<file path="src/rtl/router_port_buffer.sv">
`default_nettype none
// ============================================================================
//  Module      : router_port_buffer
//  Description : Credit-based flit FIFO between a router local output port
//                and the ddma receive side. Tracks packet framing
//                (header, size, payload) on the pop side and flags packet
//                start/end. Optional statistics via macro PKT_STATS_EN
//                (pkt_count_o, drop_o).
//  Revision    : 1.0 - initial release
// ============================================================================
module router_port_buffer #(
    parameter int FLIT_WIDTH = 16,
    parameter int DEPTH      = 8
) (
    input  logic                    clock,
    input  logic                    reset,
    input  logic                    rx_i,
    input  logic [FLIT_WIDTH-1:0]   data_i,
    output logic                    credit_o,
    output logic                    tx_o,
    output logic [FLIT_WIDTH-1:0]   data_o,
    input  logic                    credit_i,
    output logic                    pkt_start_o,
    output logic                    pkt_end_o,
    output logic [$clog2(DEPTH):0]  level_o
`ifdef PKT_STATS_EN
    ,
    output logic [31:0]             pkt_count_o,
    output logic [0:0]              drop_o
`endif
);

    localparam int PW = $clog2(DEPTH);
    localparam int LW = PW + 1;

    localparam logic [1:0] c_F_HEADER  = 2'd0;
    localparam logic [1:0] c_F_SIZE    = 2'd1;
    localparam logic [1:0] c_F_PAYLOAD = 2'd2;

    localparam logic [LW-1:0]         c_FULL = LW'(DEPTH);
    localparam logic [FLIT_WIDTH-1:0] c_ONE  = FLIT_WIDTH'(1);

    logic [FLIT_WIDTH-1:0] r_mem [DEPTH];
    logic [PW-1:0]         r_wr_ptr;
    logic [PW-1:0]         r_rd_ptr;
    logic [LW-1:0]         r_level;
    logic [1:0]            r_state;
    logic [1:0]            w_state_nxt;
    logic [FLIT_WIDTH-1:0] r_cnt;

    logic                  w_push;
    logic                  w_pop;

    // Credit is derived from the level before any pop of this cycle, so a
    // full buffer refuses a push even while it is being drained.
    assign credit_o = (r_level != c_FULL);
    assign tx_o     = (r_level != '0);
    assign data_o   = tx_o ? r_mem[r_rd_ptr] : '0;
    assign level_o  = r_level;
    assign w_push   = rx_i && credit_o;
    assign w_pop    = tx_o && credit_i;

    // Storage write; contents need no reset because level gates visibility.
    always_ff @(posedge clock) begin
        if (w_push) begin
            r_mem[r_wr_ptr] <= data_i;
        end
    end

    // Pointers and occupancy counter.
    always_ff @(posedge clock) begin
        if (!reset) begin
            r_wr_ptr <= '0;
            r_rd_ptr <= '0;
            r_level  <= '0;
        end else begin
            if (w_push) begin
                r_wr_ptr <= r_wr_ptr + PW'(1);
            end
            if (w_pop) begin
                r_rd_ptr <= r_rd_ptr + PW'(1);
            end
            if (w_push && !w_pop) begin
                r_level <= r_level + LW'(1);
            end else if (w_pop && !w_push) begin
                r_level <= r_level - LW'(1);
            end
        end
    end

    // Framing state register and remaining-payload counter.
    always_ff @(posedge clock) begin
        if (!reset) begin
            r_state <= c_F_HEADER;
            r_cnt   <= '0;
        end else begin
            r_state <= w_state_nxt;
            if (w_pop && r_state == c_F_SIZE) begin
                r_cnt <= data_o;
            end else if (w_pop && r_state == c_F_PAYLOAD) begin
                r_cnt <= r_cnt - c_ONE;
            end
        end
    end

    // Framing next state; moves only on a pop.
    always_comb begin
        w_state_nxt = r_state;
        if (w_pop) begin
            case (r_state)
                c_F_HEADER:  w_state_nxt = c_F_SIZE;
                c_F_SIZE:    w_state_nxt = (data_o == '0) ? c_F_HEADER : c_F_PAYLOAD;
                c_F_PAYLOAD: w_state_nxt = (r_cnt == c_ONE) ? c_F_HEADER : c_F_PAYLOAD;
                default:     w_state_nxt = c_F_HEADER;
            endcase
        end
    end

    // Framing flags, qualified by the pop so they never fire on a stall.
    always_comb begin
        pkt_start_o = 1'b0;
        pkt_end_o   = 1'b0;
        if (w_pop) begin
            case (r_state)
                c_F_HEADER:  pkt_start_o = 1'b1;
                c_F_SIZE:    pkt_end_o   = (data_o == '0);
                c_F_PAYLOAD: pkt_end_o   = (r_cnt == c_ONE);
                default:     pkt_start_o = 1'b0;
            endcase
        end
    end

`ifdef PKT_STATS_EN
    logic [31:0] r_pkt_count;
    logic        r_drop;

    // Completed-packet counter and one-cycle drop pulse.
    always_ff @(posedge clock) begin
        if (!reset) begin
            r_pkt_count <= '0;
            r_drop      <= 1'b0;
        end else begin
            r_drop <= rx_i && !credit_o;
            if (w_pop && pkt_end_o) begin
                r_pkt_count <= r_pkt_count + 32'd1;
            end
        end
    end

    assign pkt_count_o = r_pkt_count;
    assign drop_o      = r_drop;
`endif

endmodule
`default_nettype wire

</file>
<file path="config.mk">
export PLATFORM = sky130hd
export DESIGN_NAME = router_port_buffer
export DESIGN_NICKNAME = d
export VERILOG_FILES = /design/src/rtl/router_port_buffer.sv
export SDC_FILE = /design/constraint.sdc
export NUM_CORES = 1
export LEC_CHECK = 0
export ABC_AREA = 1
export ABC_CLOCK_PERIOD_IN_PS = 2220
export CAP_MARGIN = 20
export CORE_ASPECT_RATIO = 1.25
export CORE_MARGIN = 2
export CORE_UTILIZATION = 45
export CTS_CLUSTER_SIZE = 24
export DETAILED_ROUTE_END_ITERATION = 10
export PLACE_DENSITY = 0.63
export SLEW_MARGIN = 20
export SYNTH_ARGS = -nofsm -noshare
export SYNTH_HDL_FRONTEND = slang
export SYNTH_SLANG_ARGS = --single-unit
</file>
<file path="constraint.sdc">
create_clock -name clock -period 2.22 [get_ports clock]
set_clock_uncertainty 0.1 [all_clocks]
set_input_delay 0.222 -clock clock [delete_from_list [all_inputs] [get_ports clock]]
set_output_delay 0.222 -clock clock [all_outputs]
set_load 0.1 [all_outputs]
</file>
==> flow_metrics.env, run 1 <==
export IMPL_r2r_cells=19
export IMPL_synth_area_leader_cell="edfxtp_1"
export IMPL_final_cell_mix="203 x nand2_1, 128 x edfxtp_1, 77 x inv_1"
export IMPL_clk_path_buf_depth=2
export IMPL_post_place_ws_ns=-0.1520
export IMPL_slowest_delay_ns=0.43
export IMPL_topRoutingLayerUsed="met4"
export IMPL_start_util_pct=46.23
export IMPL_synthFlopType="edfxtp_1"
export IMPL_cts_hold_buf=0
export IMPL_die_area_mm2=0.01710
export IMPL_status="complete, but fails checks"
export IMPL_wire_per_inst_um=16.72
export IMPL_drive_above_1_share_pct=23.33
export IMPL_power_density_mw_per_mm2=1532
export IMPL_die_h_um=145.7
export IMPL_clock_sinks=159
export IMPL_grt_pass1_wl_mm=28.41
export IMPL_ios=44
export IMPL_fmax_ghz=0.3846
export IMPL_drt_met1_wl_mm=7.116
export IMPL_nets=885
export IMPL_drt_total_wl_mm=18.02
export IMPL_synth_top_area_share_pct=53.18
export IMPL_viasPerCell=5.175
export IMPL_final_hold_viol_count=0
export IMPL_port_buffers=43
export IMPL_std_cell_rows=51
export IMPL_yosys_warnings=0
export IMPL_path_class="reg2out"
export IMPL_num_antenna_cells=0
export IMPL_cts_tree="done"
export IMPL_startpoint_type="flop"
export IMPL_grtUsageTotal_pct=21.39
export IMPL_violations="setup timing"
export IMPL_setup_viol=7
export IMPL_grt_overflow_total=0
export IMPL_regArea_mm2=0.004484
export IMPL_clk_pin_slew_ns=0.06
export IMPL_dr_pass1_iters=7
export IMPL_synth_nets=779
export IMPL_rsz0062_at_grt="yes"
export IMPL_cellLeakagePower_nw=3.975
export IMPL_maxCapViolCount=0
export IMPL_min_path_type="reg2reg"
export IMPL_root_buffer="clkbuf_16"
export IMPL_route_detailed_drc=0
export IMPL_grt_max_degree=29
export IMPL_antenna_found_initial=0
export IMPL_ys_seq_area_share_pct=61.76
export IMPL_tightestPinTransition_ns=0.5512
export IMPL_min_period_over_period_pct=117.1
export IMPL_fin_ws_ns=-0.3799
export IMPL_netlist_instances=747
export IMPL_vias=5579
export IMPL_htree_levels=4
export IMPL_synth_edf_count=128
export IMPL_dr_wl_met2_mm=9.342
export IMPL_cts_buffers=17
export IMPL_end_kind="output port"
export IMPL_synthTopCellsByArea="edfxtp_1 53%, nand2_1 11%, dfxtp_1 8.6%, nand3_1 4.9%, inv_1 4.9%"
export IMPL_arrival_ns=2.28
export IMPL_die_w_um=117.4
export IMPL_cp_slowest_cell="dfxtp_4"
export IMPL_first_global_vias=5544
export IMPL_synth_ff_latch_count=159
export IMPL_drtIter0Drc=370
export IMPL_multiInputGateArea_mm2=0.002434
export IMPL_gp_congestion=0.9009
export IMPL_ys_async_sr_fraction_pct=0
export IMPL_core_area_mm2=0.01563
export IMPL_vdd_drop_max_v=0.0008974
export IMPL_post_dp_hpwl_mm=11.22
export IMPL_antenna_left=0
export IMPL_syn_cell_area_mm2=0.007228
export IMPL_syn_to_final_growth_pct=33.67
export IMPL_wl_met3_mm=1.073
export IMPL_clk_latency_ns=0.42
export IMPL_worstPathCellList="inv_6 > buf_8 > nand2_1 > nand2_1 > nand2_1 > nand3_1 > nand3_1 > nand2_1 > nor2_1 > nand2_1 > nor3_2 > o21a_4 > buf_12"
export IMPL_maxSlewViolCount=0
export IMPL_min_period_ns=2.600
export IMPL_worst_hold_slack_ns=0.3883
export IMPL_fill_cells=1219
export IMPL_required_ns=1.90
export IMPL_final_common_cell="nand2_1"
export IMPL_relSlewSlack_pct=63.21
export IMPL_yosysUniqueCellTypes=40
export IMPL_syn_area_per_cell_um2=9.676
export IMPL_path_max_fanout=18
export IMPL_holdPathStages=2
export IMPL_cp_common_cell="nand2_1"
## Yosys cell counts, types with 7 or more instances
cell / n
inv_1: 94
dfxtp_1: 31
a21oi_1: 22
buf_2: 15
o21ai_0: 21
edfxtp_1: 128
nand3_1: 71
nor2_1: 70
ha_1: 11
nand2_1: 205
buf_6: 7
o21ai_1: 12
## state kept, by name (all words and copies together) (netlist names), named ones only
name      cells
r_rd_ptr      3
r_state       2
r_cnt        16
level_o       4
r_wr_ptr      3
r_mem       128
## logic make-up (layout without fill, tap and decap cells)
family / Yosys count / after routing / share of synthesized area, %
flip-flops: 159 / 159 / 61.76
AO/OA/AOI/OAI: 75 / 75 / 5.937
buffers and inverters: 126 / 245 / 7.582
adder cells (fa/ha/maj): 12 / 12 / 2.181
AND/OR/NAND/NOR: 370 / 370 / 21.93
XOR/XNOR: 5 / 5 / 0.6058
## repair_timing
| action | CTS | global route |
|---|---|---|
| pin swaps | 10 | 15 |
| cloned | 3 | 0 |
| endpoints found under the setup margin | 15 | 20 |
| buffers inserted | 9 | 6 |
| gates resized for setup | 31 | 27 |
## layout make-up
| cell class | instances | area share, % |
|---|---|---|
| well taps | 212 | 2.745 |
| multi-input cells | 462 | 25.19 |
| clock buffers | 18 | 4.442 |
| flip-flops and latches | 159 | 46.41 |
| repair buffers | 115 | 15.23 |
| inverters | 98 | 4.261 |
| clock inverters | 14 | 1.722 |
## per-layer routing
layer,track usage (%),vias to the layer above
met5,0,-
met4,10.48,0
met3,4.898,37
met2,37.78,207
met1,24.41,2652
li1,-,2683
## metrics by stage
stage | utilization, % | cell area (um^2) | std cells | setup TNS, ns | power [mW]
finish | 61.80 | 9662 | 1078 | -0.9593 | 14.80
global route | 61.80 | 9662 | 1078 | -2.298 | 15.45
CTS | 60.79 | 9504 | 1072 | -0.8930 | 14.52
detailed placement | 55.38 | 8658 | 1028 | -0.2052 | 11.14
floorplan | - | 7373 | 747 | -10.31 | 8.446
global placement | 55.38 | 8658 | 1028 | -0.1395 | 11.03
## worst max-delay path, delay by kind of cell, from the launching register on
family | cells | cell delay (ns)
DFF | 1 | 0.43
AOI/OAI and AO/OA | 1 | 0.17
buffers and inverters | 3 | 0.40
and+or+nand+nor | 9 | 0.85
## power breakdown
| group | switching (mW) | internal (mW) | leakage [nW] |
|---|---|---|---|
| clock network | 1.16 | 1.77 | 0.287 |
| registers | 0.179 | 3.52 | 1.42 |
| logic | 5.11 | 3.07 | 2.27 |
## final timing paths
check,startpoint,to,slack [ns]
min,r_rd_ptr[2]$_SDFFE_PN0N_,flop,0.39
max reg2reg,flop,r_state[1]$_SDFFE_PN0N_,-0.29
min reg2reg,r_rd_ptr[2]$_SDFFE_PN0N_,flop,0.39
max,flop,pkt_end_o,-0.38
Power figures use the tool's default switching activity.
==> inputs of run 2 (changes only) <==
CORE_ASPECT_RATIO = 1.1   (was 1.25)
==> run 2 against run 1 <==
Against the previous run:
- the run still ends with setup timing left
- via count increased by 0.57%
- cell count is 1.0% lower
- worst setup slack worse by 0.11 ns
- first-iteration DRC count up 18%
- critical path type unchanged
- largest cell class unchanged
- largest power group unchanged
==> flow_metrics.env, run 2 (synthesis gave the netlist of run 1 again) <==
export IMPL_regToRegEndpoint="level_o[3]$_SDFFE_PN0P_"
export IMPL_status="complete, but fails checks"
export IMPL_maxSlewViolCount=0
export IMPL_grt_max_degree=26
export IMPL_antenna_found_initial=1
export IMPL_violations="setup timing"
export IMPL_port_buffers=43
export IMPL_root_buffer="clkbuf_16"
export IMPL_path_class="reg2out"
export IMPL_dp_cells=1013
export IMPL_cts_hold_buf=0
export IMPL_clock_sinks=159
export IMPL_p_comb_share_pct=56.2
export IMPL_maxCapViolCount=0
export IMPL_post_dp_hpwl_mm=11.22
export IMPL_drtIter0Drc=435
export IMPL_power_net_switching_mw=6.706
export IMPL_clk_latency_ns=0.43
export IMPL_dr_pass1_iters=5
export IMPL_clk_pin_slew_ns=0.06
export IMPL_gp_congestion=0.8743
export IMPL_cellLeakagePower_nw=4.028
export IMPL_finalSetupTns_ns=-1.682
export IMPL_switching_share_pct=43.51
export IMPL_r2r_cells=15
export IMPL_die_h_um=136.9
export IMPL_fin_area_mm2=0.009859
export IMPL_cts_tree="done"
export IMPL_route_detailed_drc=0
export IMPL_tightestPinTransition_ns=0.5894
export IMPL_viasPerCell=5.259
export IMPL_power_density_mw_per_mm2=1563
export IMPL_final_hold_viol_count=0
export IMPL_vdd_drop_max_v=0.001021
export IMPL_start_util_pct=45.94
export IMPL_core_area_mm2=0.01574
export IMPL_relSlewSlack_pct=60.34
export IMPL_drt_total_wl_mm=19.06
export IMPL_post_place_ws_ns=-0.08340
export IMPL_timing_rr_start="level_o[0]$_SDFFE_PN0P_"
export IMPL_seqPwrFrac_pct=24.0
export IMPL_fmax_ghz=0.3686
export IMPL_largest_reg_flops=128
export IMPL_final_cell_mix="196 x nand2_1, 128 x edfxtp_1, 74 x inv_1"
export IMPL_grtUsageTotal_pct=22.11
export IMPL_min_period_over_period_pct=122.2
export IMPL_min_delay_start="r_rd_ptr[2]$_SDFFE_PN0N_"
export IMPL_cell_internal_pwr_mw=8.706
export IMPL_clk_path_buf_depth=2
export IMPL_min_path_type="reg2reg"
export IMPL_first_global_vias=5420
export IMPL_min_period_ns=2.713
export IMPL_path_max_fanout=8
export IMPL_grt_overflow_total=0
export IMPL_rsz0062_at_grt="yes"
export IMPL_place_area_mm2=0.008608
export IMPL_worst_hold_slack_ns=0.3771
export IMPL_regMostFlops="r_mem"
export IMPL_final_cells=1067
export IMPL_arrival_ns=2.39
export IMPL_required_ns=1.90
export IMPL_std_cell_rows=48
export IMPL_die_area_mm2=0.01709
export IMPL_vias=5611
export IMPL_die_w_um=124.8
export IMPL_ios=44
export IMPL_nets=885
export IMPL_setup_viol=12
export IMPL_htree_levels=4
export IMPL_r2r_setup_slack_ns=-0.04
export IMPL_fin_ws_ns=-0.4929
export IMPL_grt_pass1_wl_mm=28.70
export IMPL_drive_above_1_share_pct=26.21
export IMPL_antenna_left=0
export IMPL_syn_to_final_growth_pct=36.40
export IMPL_p_clk_share_pct=19.8
export IMPL_holdPathStages=2
export IMPL_final_common_cell="nand2_1"
export IMPL_cts_buffers=17
export IMPL_end_kind="output port"
export IMPL_wire_per_inst_um=17.86
export IMPL_startpoint_type="flop"
export IMPL_fill_cells=1254
==> run 2: metrics by stage <==
step | utilization, % | total power [mW]
after floorplan | - | 8.446
after global placement | 54.71 | 11.05
after detailed placement | 54.71 | 11.14
after CTS | 60.56 | 14.74
after global routing | 62.66 | 16.03
final | 62.66 | 15.41
==> run 2: per-layer routing <==
metal	track usage [%]	up-vias	part of all wire, %
li1	-	2689	-
met1	26.96	2682	41
met2	38.59	191	50
met3	3.597	49	5.5
met4	10.80	0	3.6
met5	0	-	0
==> run 2: area by class of cell <==
type	count	area, um^2	area share (%)
diodes	1	2.502	0.02538
clock buffers	18	429.2	4.353
clock inverters	14	188.9	1.916
inverters	98	416.7	4.226
multi-input cells	462	2521	25.57
flip-flops and latches	159	4484	45.48
well taps	200	250.2	2.538
repair buffers	115	1567	15.89
==> run 2: power by group through the flow <==
stage	Clock [mW]	Sequential, mW	Combinational [mW]
3_5_place_dp	0	3.73	7.40
6_report	3.06	3.69	8.66
5_1_grt	3.21	3.72	9.10
4_1_cts	3.09	3.68	7.97
3_3_place_gp	0	3.72	7.33
2_1_floorplan	0	3.96	4.49
==> run 2: how the worst max path moves through the flow <==
stage                              end                    start  cells past startpoint
2_1_floorplan  level_o[3]$_SDFFE_PN0P_  level_o[1]$_SDFFE_PN0P_                     14
3_3_place_gp   level_o[3]$_SDFFE_PN0P_                     rx_i                     13
3_5_place_dp   level_o[3]$_SDFFE_PN0P_                     rx_i                     13
4_1_cts                      pkt_end_o                     flop                     13
5_1_grt                      pkt_end_o                     flop                     13
6_report                     pkt_end_o                     flop                     13
==> run 2: repair_timing <==
action | CTS | global route
cloned | 5 | 2
setup endpoints to repair | 14 | 19
setup buffers | 5 | 10
resized for setup | 45 | 58
pin swaps | 15 | 24
==> run 2: worst max-delay path, stage by stage (launching register included) <==
cell and delay [ns]:
dfxtp_4 0.36, buf_12 0.16, buf_16 0.16, nor2_2 0.10, nor2_1 0.04, o21ai_1 0.08, nand3_1 0.11, nand3_2 0.10
nand2_1 0.07, nor2_1 0.17, nand2_2 0.12, nor3_4 0.14, o21a_4 0.17, buf_12 0.17
==> inputs of run 3 (changes only) <==
TNS_END_PERCENT = 1   (was not set)
==> run 3 against run 2 <==
Against the previous run:
- the flow still finishes with violations (setup timing)
- sequential power about the same
- power is 8.0% lower
- count of clock-buffer cells in the layout decreased by 1
- critical path type unchanged
- largest power group unchanged
==> flow_metrics.env, run 3 (synthesis gave the netlist of run 1 again) <==
export IMPL_nets=867
export IMPL_final_cell_mix="203 x nand2_1, 128 x edfxtp_1, 83 x inv_1"
export IMPL_grt_overflow_total=0
export IMPL_drt_total_wl_mm=16.83
export IMPL_cts_buffers=17
export IMPL_startpoint_type="flop"
export IMPL_relSlewSlack_pct=64.10
export IMPL_antenna_found_initial=0
export IMPL_die_area_mm2=0.01709
export IMPL_grtUsageTotal_pct=20.56
export IMPL_tightestPinTransition_ns=0.5379
export IMPL_largest_reg_flops=128
export IMPL_violations="setup timing"
export IMPL_root_buffer="clkbuf_16"
export IMPL_place_area_mm2=0.008567
export IMPL_clk_path_buf_depth=2
export IMPL_fin_ws_ns=-0.3035
export IMPL_first_global_vias=5363
export IMPL_vias=5465
export IMPL_route_detailed_drc=0
export IMPL_clock_sinks=159
export IMPL_grt_pass1_wl_mm=27.04
export IMPL_regMostFlops="r_mem"
export IMPL_clk_latency_ns=0.42
export IMPL_final_hold_viol_count=0
export IMPL_final_common_cell="nand2_1"
export IMPL_min_period_ns=2.523
export IMPL_drive_above_1_share_pct=19.58
export IMPL_maxSlewViolCount=0
export IMPL_cts_tree="done"
export IMPL_power_density_mw_per_mm2=1521
export IMPL_rsz0062_at_grt="yes"
export IMPL_antenna_left=0
export IMPL_cp_slowest_cell="dfxtp_4"
export IMPL_slowest_delay_ns=0.38
export IMPL_cts_hold_buf=0
export IMPL_cp_top_family="simple AND/OR/NAND/NOR gates"
export IMPL_start_util_pct=45.94
export IMPL_required_ns=1.90
export IMPL_port_buffers=43
export IMPL_gp_congestion=0.8583
export IMPL_min_period_over_period_pct=113.7
export IMPL_wire_per_inst_um=16.06
export IMPL_worstPathCellList="buf_12 > nor2_1 > nor2_1 > o21ai_1 > nand3_1 > nand3_2 > nand2_1 > nor2_2 > nand2_2 > nor3_2 > o21a_2 > buf_12"
export IMPL_core_area_mm2=0.01574
export IMPL_fin_area_mm2=0.009321
export IMPL_vdd_drop_max_v=0.0009628
export IMPL_std_cell_rows=48
export IMPL_fmax_ghz=0.3963
export IMPL_maxCapViolCount=0
export IMPL_dr_pass1_iters=5
export IMPL_min_path_type="reg2reg"
export IMPL_path_class="reg2out"
export IMPL_htree_levels=4
export IMPL_cellLeakagePower_nw=3.850
export IMPL_setup_viol=3
export IMPL_arrival_ns=2.20
export IMPL_status="complete, but fails checks"
export IMPL_finalSetupTns_ns=-0.3961
export IMPL_path_max_fanout=32
export IMPL_post_dp_hpwl_mm=10.81
export IMPL_num_antenna_cells=0
export IMPL_end_kind="output port"
export IMPL_viasPerCell=5.215
export IMPL_grt_max_degree=33
export IMPL_syn_to_final_growth_pct=28.96
export IMPL_critPathBufInv=2
export IMPL_ios=44
export IMPL_die_w_um=124.8
export IMPL_die_h_um=136.9
export IMPL_clk_pin_slew_ns=0.06
export IMPL_drtIter0Drc=446
run 3: layout make-up:
cell class / instances / area, um^2
clock buffer: 17 / 425.4
clock inverter: 15 / 162.7
fill: 1274 / 6414
inverter: 98 / 400.4
multi-input combinational: 462 / 2337
sequential: 159 / 4484
tap: 200 / 250.2
timing repair buffer: 97 / 1261
run 3: layer usage:
metal  global-route usage [%]  share of wire (%)
met5                        0                  0
met4                    9.691                3.2
met3                    4.222                6.1
met2                    34.73                 48
met1                    25.60                 42
run 3: worst reg2reg max path, delay by kind of cell (launching register included):
family	cells	cell delay [ns]
flops	1	0.36
fa+ha+maj	2	0.39
buf+inv	3	0.27
compound gates	3	0.33
simple gates	6	0.60
run 3: through the flow:
step           cells  utilization [%]  setup WS, ns  hold WS (ns)  power, mW
2_1_floorplan    747                -       -0.3699        0.2209      8.373
3_3_place_gp    1010            54.45       -0.1064        0.3447      10.94
3_5_place_dp    1010            54.45       -0.1153        0.3746      11.05
4_1_cts         1048            59.07       -0.2921        0.3841      14.15
5_1_grt         1048            59.24       -0.4477        0.4061      14.83
6_report        1048            59.24       -0.3035        0.3837      14.18
run 3: where the power goes:
part           internal (mW)  switching, mW  total, mW
registers               3.51          0.172       3.69
clock network           1.67           1.20       2.87
logic                   2.71           4.91       7.62
run 3: timing repair:
item / CTS / global route
setup endpoints to repair: 13 / 18
gates cloned: 1 / 0
gates resized for setup: 23 / 11
setup buffers: 5 / 0
pin swaps: 9 / 8
run 3: worst paths after layout:
check | startpoint | to | slack, ns | cells past startpoint
min | r_rd_ptr[0]$_SDFFE_PN0N_ | r_rd_ptr[0]$_SDFFE_PN0N_ | 0.38 | 1
max | flop | pkt_end_o | -0.30 | 12
max reg2reg | level_o[2]$_SDFFE_PN0P_ | level_o[3]$_SDFFE_PN0P_ | 0.08 | 14
min reg2reg | r_rd_ptr[0]$_SDFFE_PN0N_ | r_rd_ptr[0]$_SDFFE_PN0N_ | 0.38 | 1
